===== config.mk =====
export PLATFORM = sky130hd
export DESIGN_NAME = ars_tau_stage
export DESIGN_NICKNAME = d
export VERILOG_FILES = /design/src/rtl/ars_pkg.sv /design/src/rtl/ars_sbox.sv /design/src/rtl/ars_tau_stage.sv
export SDC_FILE = /design/constraint.sdc
export NUM_CORES = 1
export LEC_CHECK = 0
export ABC_AREA = 1
export CAP_MARGIN = 40
export CELL_PAD_IN_SITES_DETAIL_PLACEMENT = 1
export CELL_PAD_IN_SITES_GLOBAL_PLACEMENT = 1
export CORE_MARGIN = 1.5
export CORE_UTILIZATION = 48
export CTS_BUF_LIST = sky130_fd_sc_hd__clkbuf_4 sky130_fd_sc_hd__clkbuf_8 sky130_fd_sc_hd__clkbuf_16
export DETAILED_ROUTE_END_ITERATION = 10
export DONT_BUFFER_PORTS = 1
export PLACE_DENSITY = 0.88
export SETUP_SLACK_MARGIN = 0.05
export SLEW_MARGIN = 20
export SYNTH_ARGS = -nofsm -noshare
export SYNTH_HDL_FRONTEND = slang
export SYNTH_SLANG_ARGS = --single-unit

===== constraint.sdc =====
create_clock -name clk -period 3.45 [get_ports clk]
set_input_delay 0.69 -clock clk [delete_from_list [all_inputs] [get_ports clk]]
set_output_delay 0.69 -clock clk [all_outputs]
set_load 0.05 [all_outputs]

===== src/rtl/ars_pkg.sv =====
// Shared constants for the SMS4 round tau stage: word width and the S-box table.
package ars_pkg;

  localparam int BWIDTH_DEF = 32;

  typedef logic [7:0] byte_t;

  // SMS4 S-box, indexed by the input byte value
  localparam byte_t SBOX_TABLE [256] = '{
    8'hd6, 8'h90, 8'he9, 8'hfe, 8'hcc, 8'he1, 8'h3d, 8'hb7, 8'h16, 8'hb6, 8'h14, 8'hc2, 8'h28, 8'hfb, 8'h2c, 8'h05,
    8'h2b, 8'h67, 8'h9a, 8'h76, 8'h2a, 8'hbe, 8'h04, 8'hc3, 8'haa, 8'h44, 8'h13, 8'h26, 8'h49, 8'h86, 8'h06, 8'h99,
    8'h9c, 8'h42, 8'h50, 8'hf4, 8'h91, 8'hef, 8'h98, 8'h7a, 8'h33, 8'h54, 8'h0b, 8'h43, 8'hed, 8'hcf, 8'hac, 8'h62,
    8'he4, 8'hb3, 8'h1c, 8'ha9, 8'hc9, 8'h08, 8'he8, 8'h95, 8'h80, 8'hdf, 8'h94, 8'hfa, 8'h75, 8'h8f, 8'h3f, 8'ha6,
    8'h47, 8'h07, 8'ha7, 8'hfc, 8'hf3, 8'h73, 8'h17, 8'hba, 8'h83, 8'h59, 8'h3c, 8'h19, 8'he6, 8'h85, 8'h4f, 8'ha8,
    8'h68, 8'h6b, 8'h81, 8'hb2, 8'h71, 8'h64, 8'hda, 8'h8b, 8'hf8, 8'heb, 8'h0f, 8'h4b, 8'h70, 8'h56, 8'h9d, 8'h35,
    8'h1e, 8'h24, 8'h0e, 8'h5e, 8'h63, 8'h58, 8'hd1, 8'ha2, 8'h25, 8'h22, 8'h7c, 8'h3b, 8'h01, 8'h21, 8'h78, 8'h87,
    8'hd4, 8'h00, 8'h46, 8'h57, 8'h9f, 8'hd3, 8'h27, 8'h52, 8'h4c, 8'h36, 8'h02, 8'he7, 8'ha0, 8'hc4, 8'hc8, 8'h9e,
    8'hea, 8'hbf, 8'h8a, 8'hd2, 8'h40, 8'hc7, 8'h38, 8'hb5, 8'ha3, 8'hf7, 8'hf2, 8'hce, 8'hf9, 8'h61, 8'h15, 8'ha1,
    8'he0, 8'hae, 8'h5d, 8'ha4, 8'h9b, 8'h34, 8'h1a, 8'h55, 8'had, 8'h93, 8'h32, 8'h30, 8'hf5, 8'h8c, 8'hb1, 8'he3,
    8'h1d, 8'hf6, 8'he2, 8'h2e, 8'h82, 8'h66, 8'hca, 8'h60, 8'hc0, 8'h29, 8'h23, 8'hab, 8'h0d, 8'h53, 8'h4e, 8'h6f,
    8'hd5, 8'hdb, 8'h37, 8'h45, 8'hde, 8'hfd, 8'h8e, 8'h2f, 8'h03, 8'hff, 8'h6a, 8'h72, 8'h6d, 8'h6c, 8'h5b, 8'h51,
    8'h8d, 8'h1b, 8'haf, 8'h92, 8'hbb, 8'hdd, 8'hbc, 8'h7f, 8'h11, 8'hd9, 8'h5c, 8'h41, 8'h1f, 8'h10, 8'h5a, 8'hd8,
    8'h0a, 8'hc1, 8'h31, 8'h88, 8'ha5, 8'hcd, 8'h7b, 8'hbd, 8'h2d, 8'h74, 8'hd0, 8'h12, 8'hb8, 8'he5, 8'hb4, 8'hb0,
    8'h89, 8'h69, 8'h97, 8'h4a, 8'h0c, 8'h96, 8'h77, 8'h7e, 8'h65, 8'hb9, 8'hf1, 8'h09, 8'hc5, 8'h6e, 8'hc6, 8'h84,
    8'h18, 8'hf0, 8'h7d, 8'hec, 8'h3a, 8'hdc, 8'h4d, 8'h20, 8'h79, 8'hee, 8'h5f, 8'h3e, 8'hd7, 8'hcb, 8'h39, 8'h48
  };

endpackage


===== src/rtl/ars_sbox.sv =====
// One byte of the SMS4 nonlinear substitution; pure table lookup.
module ars_sbox
  import ars_pkg::*;
(
  input  logic [7:0] din,
  output logic [7:0] dout
);

  assign dout = SBOX_TABLE[din];

endmodule


===== src/rtl/ars_tau_stage.sv =====
// SMS4 round front end: A = X1^X2^X3^rk (stage S1), B = tau(A) (stage S2),
// as a two-deep valid/ready pipeline that streams one word per cycle.
module ars_tau_stage
  import ars_pkg::*;
#(
  parameter int BWIDTH = BWIDTH_DEF
) (
  input  logic              clk,
  input  logic              rst,
  input  logic              in_valid,
  output logic              in_ready,
  input  logic [0:BWIDTH-1] x1_in,
  input  logic [0:BWIDTH-1] x2_in,
  input  logic [0:BWIDTH-1] x3_in,
  input  logic [0:BWIDTH-1] rk_in,
  output logic              b_valid,
  input  logic              b_ready,
  output logic [0:BWIDTH-1] b_out,
  output logic              busy
);

  localparam int NBYTES = BWIDTH / 8;

  logic [0:BWIDTH-1] s1_a;
  logic              s1_v;
  logic [0:BWIDTH-1] a_next;
  logic [0:BWIDTH-1] b_next;
  logic              s2_adv;
  logic              s1_adv;

  assign a_next = x1_in ^ x2_in ^ x3_in ^ rk_in;

  // Byte 0 is the leftmost (most significant) byte of the word
  for (genvar gi = 0; gi < NBYTES; gi++) begin : g_sbox
    ars_sbox u_sbox (
      .din  (s1_a[8*gi +: 8]),
      .dout (b_next[8*gi +: 8])
    );
  end

  // Handshake: S2 moves when empty or drained; S1 moves when empty or S2 moves.
  // in_ready depends only on state and b_ready, never on in_valid.
  assign s2_adv   = !b_valid || b_ready;
  assign s1_adv   = !s1_v || s2_adv;
  assign in_ready = s1_adv && !rst;
  assign busy     = s1_v || b_valid;

  // Pipeline registers; data only captured when a valid word moves in
  always_ff @(posedge clk) begin
    if (rst) begin
      s1_v    <= 1'b0;
      s1_a    <= '0;
      b_valid <= 1'b0;
      b_out   <= '0;
    end else begin
      if (s2_adv) begin
        b_valid <= s1_v;
        if (s1_v) b_out <= b_next;
      end
      if (s1_adv) begin
        s1_v <= in_valid;
        if (in_valid) s1_a <= a_next;
      end
    end
  end

endmodule


# == Word level (Yosys, flattened, before mapping) ==
# Memory sizes are Yosys's and may differ from the RTL's. A register that Yosys moved wholly into a read port is not among the register bits.
# Cells that the tools add are included.
# word_totals
out_inout_bits,35
romBits,8192
inputBits,132
mem_count,4
register_bits,34
# memory_table
name,words,word_bits,rd,rd_clocked_by_memory_dff,wr,line_no,text
(name not given),256,8,1,1,0,ars_sbox.sv:9,assign dout = SBOX_TABLE[din];
(name not given),256,8,1,1,0,ars_sbox.sv:9,
(name not given),256,8,1,1,0,ars_sbox.sv:9,
(name not given),256,8,1,1,0,ars_sbox.sv:9,
# op_classes
bitwise,7
n_reduce_logical,9
# op_table
operator,n
$xor A32 B32 Y32,3
$not A8 Y9,4
$reduce_and A2 Y1,2
$logic_not A1 Y1,3
$logic_or A1 B1 Y1,3
$logic_and A1 B1 Y1,1

# == Longest topological paths before layout ==
# Gate-level depths: netlist (run 1).
# depth
word_depth,4
mapped_depth,17
ltp_nobuf,15

# == Modules after synthesis ==
# From an unflattened synthesis (run 1), not the netlist that was laid out.
# unflattened
hier_cells,3434
hier_area_um2,16652.2
# by_module_without_submodules
module,n_inst,area_per_inst_um2,cells_per_inst,seq_area_each_um2
ars_sbox at g_sbox[2].u_sbox ...,2,2886.5,625,0.0
ars_tau_stage,1,4833.4,930,1321.3
ars_sbox at g_sbox[1].u_sbox,1,3042.9,623,0.0
ars_sbox at g_sbox[0].u_sbox,1,3002.9,631,0.0

# == Worst setup path before layout (run 1) ==
# Ideal clock, no wire load.
# synth_path
path_type,reg2reg
startpoint,register s1_a[14] (netlist bit)
endpoint,register b_out[15] (netlist bit)
t_arrival_ps,2084
synth_period_minus_slack_ps,2193
required_time_ps,3341
stages_incl_launch_ff,16
slack_ps,1257
setup_time_ps,109
path_cell_list,dfxtp_1 > clkbuf_2 > inv_1 > ha_1 > buf_2 > nand2_1 > buf_2 > nand3_1 > a21oi_1 > nand2_1 > nand3_1 > nand2_1 > nand2_1 > nand3_1 > nand2_1 > inv_1
# synth_via
elab_chain_len,1
# synth_lines
item,line_no,text
from (decl),ars_tau_stage.sv:24,logic [0:BWIDTH-1] s1_a;
from (signal assigned),ars_tau_stage.sv:62,if (in_valid) s1_a <= a_next;
$not A8 Y9 (implied by the code),ars_sbox.sv:9,
to (decl),ars_tau_stage.sv:18,"output logic [0:BWIDTH-1] b_out,"
# No other way between the ends.
# A chain may end at the register's enable or synchronous reset.

# == Final worst setup path (run 1) ==
# layout_path
startpoint,register s1_a[22] (netlist bit)
endpoint,register b_out[23] (netlist bit)
# Same word-level chain as after synthesis.

==> impl_results.md, run 1 <==
- Placed Instances: 3162
- Mapped Nets: 3113
- DP Area: 0.0149 mm²
- Core Area: 0.0307 mm²
- Fin. max-slew vios: 0
- Vias per cell: 6.90
- Fill count: 4740
- Synth Cell Area: 0.0150 mm²
- Crit share post-route: 0.823
- Slew headroom: 0.431
- H-tree depth: 3
- Die width: 180 µm
- Final setup fails: 0
- Via count: 21900
- Outcome: complete, no violations
- Top cell type's share of synthesized area: 0.325
- Initial core utilization: 0.489
- Total wire length: 81100 µm
- Path type of the worst setup path: register to register
- TritonCTS buffer count: 9
- Grt ovf: 0
- Avg Cell Area, Syn: 5.12 µm²
- Layout area overhead: 1.35%
- Fmax: 352 MHz
- Hold buffers post-CTS: 0
- Max Cap Viol: 0
- Total power: 6.39 mW
- Synth top area cells: nand3_1, nand2_1, dfxtp_1, xnor2_1, nor2_1
- Detailed Place HPWL: 57000 µm
- CP Capture Type: register
- Post-synthesis sequential area ratio: 0.0881
- Post-place setup slack: 0.777 ns
- Hold Vio Cnt, Final: 0
- 1st-iter DRT viols: 3150
- Warning count from the yosys run: 0
- CTS max path bufs: 2
- Worst hold path class: input pin to register
- Routed WL per cell: 25.5 µm
- Synth cell types: 30
- Diodes inserted: 0
- CP max FO: 12
- Root Buffer Master: clkbuf_16
- Commonest non-fill, non-tap cell in the layout: nand3_1
- Power per standard cell area: 421 mW/mm²
- GP Congestion: 1.08
- Post-route cell area: 0.0152 mm²
- CTS tree: yes
- Post-Synthesis Cells: 2929
- Leakage: 7.45 nW
- Fin crit period: 2.84 ns
- Worst-margin pin slew: 0.848 ns
- Flops & latches, synth: 66
- Routed Antenna Nets: 0
- Clk sinks: 66
- Tightest hold margin: 0.419 ns
- Worst r2r src: s1_a[22]$_SDFFE_PP0P_
- Clock transition at the registers of the reported paths: 0.06 ns
- Drc violations: 0
- RSZ-0062 raised after global routing: no
- GR Util All Layers: 0.485
- Ports: 167
- Port-buffer cells: 0
- Antenna violations before repair: 0
- IR drop worst, VDD: 0.000345 V
- Fin nets: 2961
- Final Core Density: 0.495
- Crit Reg-Reg Endpoint: b_out[23]$_SDFFE_PP0P_
- Die height: 180 µm
- Critical Path Start: s1_a[22]$_SDFFE_PP0P_
- Startpoint types: register
- Layout cell share with drive strength beyond 1: 0.0496
- Reg2reg path depth: 14
- # Post-CTS Setup Buffers: 0
- Worst Path Arrival: 3.10 ns
- CTS resizes: 0
- Fin cells: 3178
- Clock Latency Late Sink: 0.38 ns
- Largest area contributor in the netlist: nand3_1
- Clock skew: 0.0191 ns
- Die ar.: 0.0323 mm²
- Most frequent cells in the layout: nand3_1, nand2_1, nor2_1, inv_1, a21oi_1
- First-pass GRT wire length: 125000 µm
- Final worst slack: 0.612 ns
- Worst reg-to-reg setup slack: 0.61 ns
- Number of global-route vias before repair: 21500
- Pre-Repair DR Iteration Count: 6
- CP endpoint: b_out[23]$_SDFFE_PP0P_
- Setup TNS: 0 ns
- Critical path required time: 3.71 ns
- Rows: 64
- Pin count of the biggest net entering global routing: 82
## flip-flops by register name, indices dropped and copies added (netlist names)
signal   count
b_out       32
s1_a        32
b_valid      1
s1_v         1
## routing by layer
layer	part of all wire	GRT usage
met4	0.070	0.300
met2	0.43	0.741
met5	0	0
met3	0.13	0.123
met1	0.37	0.609
## final cells by class
type / instances / area (µm²) / area share
Clock buffer: 13 / 262 / 0.0172
Timing Repair Buffer: 58 / 538 / 0.0354
Inverter: 149 / 559 / 0.0368
Clock inverter: 3 / 15.0 / 0.000988
Sequential cell: 66 / 1330 / 0.0876
Multi-Input combinational cell: 2493 / 12000 / 0.789
Tap cell: 396 / 495 / 0.0326
## power breakdown
group / internal, mW / total (mW) / leakage [nW] / switching (mW)
Combinational: 1.24 / 4.36 / 6.75 / 3.13
Clock: 0.529 / 0.979 / 0.144 / 0.450
Sequential: 0.837 / 1.05 / 0.549 / 0.213
## how the worst min path moves through the flow
stage                            startpoint              endpoint  cells past startpoint
after floorplan           s1_v$_SDFFE_PP0N_  b_valid$_SDFFE_PP0P_                      2
after global placement    s1_v$_SDFFE_PP0N_  b_valid$_SDFFE_PP0P_                      2
after detailed placement  s1_v$_SDFFE_PP0N_  b_valid$_SDFFE_PP0P_                      2
after CTS                               rst     s1_v$_SDFFE_PP0N_                      1
after global routing                    rst     s1_v$_SDFFE_PP0N_                      1
final                                   rst     s1_v$_SDFFE_PP0N_                      1
## cell usage after synthesis (all sizes together)
| library cell | instances |
|---|---|
| a21oi | 119 |
| a31oi | 5 |
| buf | 158 |
| clkbuf | 63 |
| clkinv | 6 |
| dfxtp | 66 |
| ha | 52 |
| inv | 143 |
| nand2 | 913 |
| nand3 | 972 |
| nand3b | 5 |
| nand4 | 20 |
| nor2 | 216 |
| nor3 | 1 |
| o211ai | 9 |
| o21ai | 77 |
| o22ai | 1 |
| or2 | 7 |
| xnor2 | 96 |
## logic make-up after synthesis
group / synth area share
buf+inv: 0.112
compound gates: 0.0725
simple gates: 0.628
xor+xnor: 0.0561
fa+ha+maj: 0.0434
flops: 0.0881
## critical path: stages (launching register included)
cell     delay (ns)
dfxtp_1        0.59
inv_1          0.33
ha_1           0.41
inv_1          0.20
nand2_1        0.27
nand3_1        0.27
nand3_1        0.09
nand2_1        0.10
nand2_1        0.05
nand3_1        0.08
nand2_1        0.08
nand2_1        0.06
nand2_1        0.05
nor2_1         0.09
nor2_1         0.05
No activity file was read; power rests on OpenSTA's default activity.
==> run 2, diff against run 1 <==
- CORE_UTILIZATION: 48 -> 40
- PLACE_DENSITY: 0.88 -> 0.78
- clock period: 3.45 -> 2.3 ns (I/O delays scaled with it)
==> run 2 against run 1 <==
  * Non-clock buffer count grew 95
  * Sequential cell count did not move
  * Sequential power increased by 46%
  * First-iteration DRC count decreased by 20%
  * Combinational power is 63% higher
  * Cell count is 5.3% higher
  * Setup slack lost 0.51 ns
  * Largest power group unchanged
  * Die area rose by 20%
  * Clock power increased by 68%
  * Count of clock-buffer cells in the layout fell by 4
  * Fmax increased by 29%
==> impl_results.md, run 2 (same netlist as run 1, synthesis figures left out) <==
- Port-buffer cells: 0 (unchanged)
- Crit Reg-Reg Endpoint: b_out[24]$_SDFFE_PP0P_
- Detailed Place HPWL: 61600 µm (+8.1%)
- Final Core Density: 0.449 (-0.0459)
- Total wire length: 85400 µm (+5.2%)
- Routed WL per cell: 25.5 µm (about the same)
- Slew headroom: 0.484 (+0.0521)
- Core Area: 0.0368 mm² (+20%)
- Outcome: complete, no violations
- Pin count of the biggest net entering global routing: 76 (-7.3%)
- TritonCTS buffer count: 9 (unchanged)
- Root Buffer Master: clkbuf_16
- Rows: 70 (+9.4%)
- Hold Path Stages: 1 (unchanged)
- Hold buffers post-CTS: 0 (unchanged)
- Antenna violations before repair: 1 (+1)
- GP Congestion: 1.06 (-1.9%)
- RSZ-0062 raised after global routing: yes
- Clock transition at the registers of the reported paths: 0.07 ns (about the same)
- Post-place setup slack: -0.0759 ns (-0.853 ns)
- H-tree depth: 3 (unchanged)
- Worst hold path class: input pin to register
- CP Capture Type: register
- Pre-Repair DR Iteration Count: 7 (+1)
- Crit share post-route: 0.958 (+0.135)
- Commonest non-fill, non-tap cell in the layout: nand3_1
- Via count: 21800 (-0.48%)
- Final setup fails: 0 (unchanged)
- Clock skew: 0.0163 ns (-0.00274 ns)
- Power per standard cell area: 620 mW/mm² (+47%)
- Critical path required time: 2.63 ns (-1.08 ns)
- Drc violations: 0 (unchanged)
- Worst min-delay path endpoint: b_valid$_SDFFE_PP0P_
- Vias per cell: 6.52 (-5.5%)
- Layout area overhead: 10.3%
- IR drop worst, VDD: 0.000432 V (+25%)
- Fin nets: 3056 (+3.2%)
- Most frequent cells in the layout: nand3_1, nand2_1, nor2_1, buf_4, inv_1
- First-pass GRT wire length: 131000 µm (+5.1%)
- Fin. max-slew vios: 0 (unchanged)
- Clock Latency Late Sink: 0.38 ns (about the same)
- Final worst slack: 0.0970 ns (-0.515 ns)
- Diodes inserted: 0 (unchanged)
- Largest regs: b_out: 32 flops, s1_a: 32 flops
- Fin crit period: 2.20 ns (-0.635 ns)
- Worst Path Arrival: 2.53 ns (-0.57 ns)
- Die ar.: 0.0386 mm² (+20%)
- Fmax: 454 MHz (+29%)
- Number of global-route vias before repair: 22000 (+1.9%)
- 1st-iter DRT viols: 2514 (-20%)
- Hold_sp: rst
- Clk sinks: 66 (unchanged)
- CTS tree: yes
- Reg2reg path depth: 13 (-1)
- GR Util All Layers: 0.436 (-0.0487)
- Ports: 167 (unchanged)
- Worst r2r src: s1_a[30]$_SDFFE_PP0P_
- Routed Antenna Nets: 0 (unchanged)
- Startpoint types: register
- Die width: 197 µm (+9.4%)
- Grt ovf: 0 (unchanged)
- CTS max path bufs: 2 (unchanged)
- CP max FO: 5 (-7)
- Layout cell share with drive strength beyond 1: 0.107 (+0.0575)
- Path type of the worst setup path: register to register
- Max Cap Viol: 0 (unchanged)
- Worst-margin pin slew: 0.774 ns (-0.0737 ns)
- Leakage: 8.00 nW (+7.5%)
- Worst reg-to-reg setup slack: 0.1 ns (-0.51 ns)
- Die height: 197 µm (+9.4%)
- Initial core utilization: 0.407 (-0.0813)
- Hold Vio Cnt, Final: 0 (unchanged)
==> run 2: worst max-delay path: stages, from the launching register on <==
cell     delay, ns
dfxtp_1       0.39
buf_4         0.17
ha_1          0.32
inv_1         0.12
a21oi_1       0.24
buf_4         0.18
nand2_1       0.05
nand2_1       0.08
nand3_1       0.08
nand3_1       0.16
nand3_1       0.13
nand3_1       0.13
nand2_1       0.06
inv_1         0.06
==> run 2: final cells by class <==
class	count	area, µm²
timing repair buffer	153	1480
sequential	66	1340
fill	5381	20300
tap	468	586
clock buffer	9	225
inverter	149	567
clock inverter	7	93.8
multi-input combinational	2493	12200
==> run 2: through the flow <==
stage                     hold slack, ns  instances  cell area, µm²  TNS [ns]  power, mW
after global placement             0.498       3325           15900   -0.0290       8.10
after floorplan                    0.489       2929           15000         0       5.93
after CTS                          0.152       3341           16200         0       9.89
final                              0.173       3345           16500         0       10.3
after global routing               0.157       3345           16500         0       10.8
after detailed placement           0.511       3325           15900    -0.105       8.21
==> run 2: layer usage <==
layer	GRT usage	wire length, µm	up-vias	part of all wire
met1	0.552	33200	10300	0.39
li1	-	-	9632	-
met2	0.686	37600	1513	0.44
met3	0.0885	9340	377	0.11
met4	0.254	5200	0	0.061
met5	0	0	-	0
==> run 2: repair_timing <==
item | in CTS | in global routing
gates cloned | 0 | 0
setup buffers | 0 | 4
endpoints found under the setup margin | 20 | 31
pin swaps | 0 | 2
resized for setup | 13 | 89
==> run 2: how the worst max path moves through the flow <==
stage / from / endpoint / slack (ns) / cells past startpoint
6_report: s1_a[30]$_SDFFE_PP0P_ / b_out[24]$_SDFFE_PP0P_ / 0.1 / 13
5_1_grt: s1_a[31]$_SDFFE_PP0P_ / b_out[30]$_SDFFE_PP0P_ / 0.0001 / 12
4_1_cts: s1_a[23]$_SDFFE_PP0P_ / b_out[22]$_SDFFE_PP0P_ / 0.03 / 13
3_5_place_dp: s1_a[31]$_SDFFE_PP0P_ / b_out[28]$_SDFFE_PP0P_ / -0.08 / 13
3_3_place_gp: s1_a[31]$_SDFFE_PP0P_ / b_out[28]$_SDFFE_PP0P_ / -0.03 / 13
2_1_floorplan: s1_a[14]$_SDFFE_PP0P_ / b_out[15]$_SDFFE_PP0P_ / 0.11 / 15
==> run 2: power breakdown <==
| group | switching, mW | internal, mW | leakage, nW |
|---|---|---|---|
| Sequential | 0.277 | 1.26 | 0.550 |
| Combinational | 4.88 | 2.20 | 7.30 |
| Clock | 0.688 | 0.948 | 0.151 |
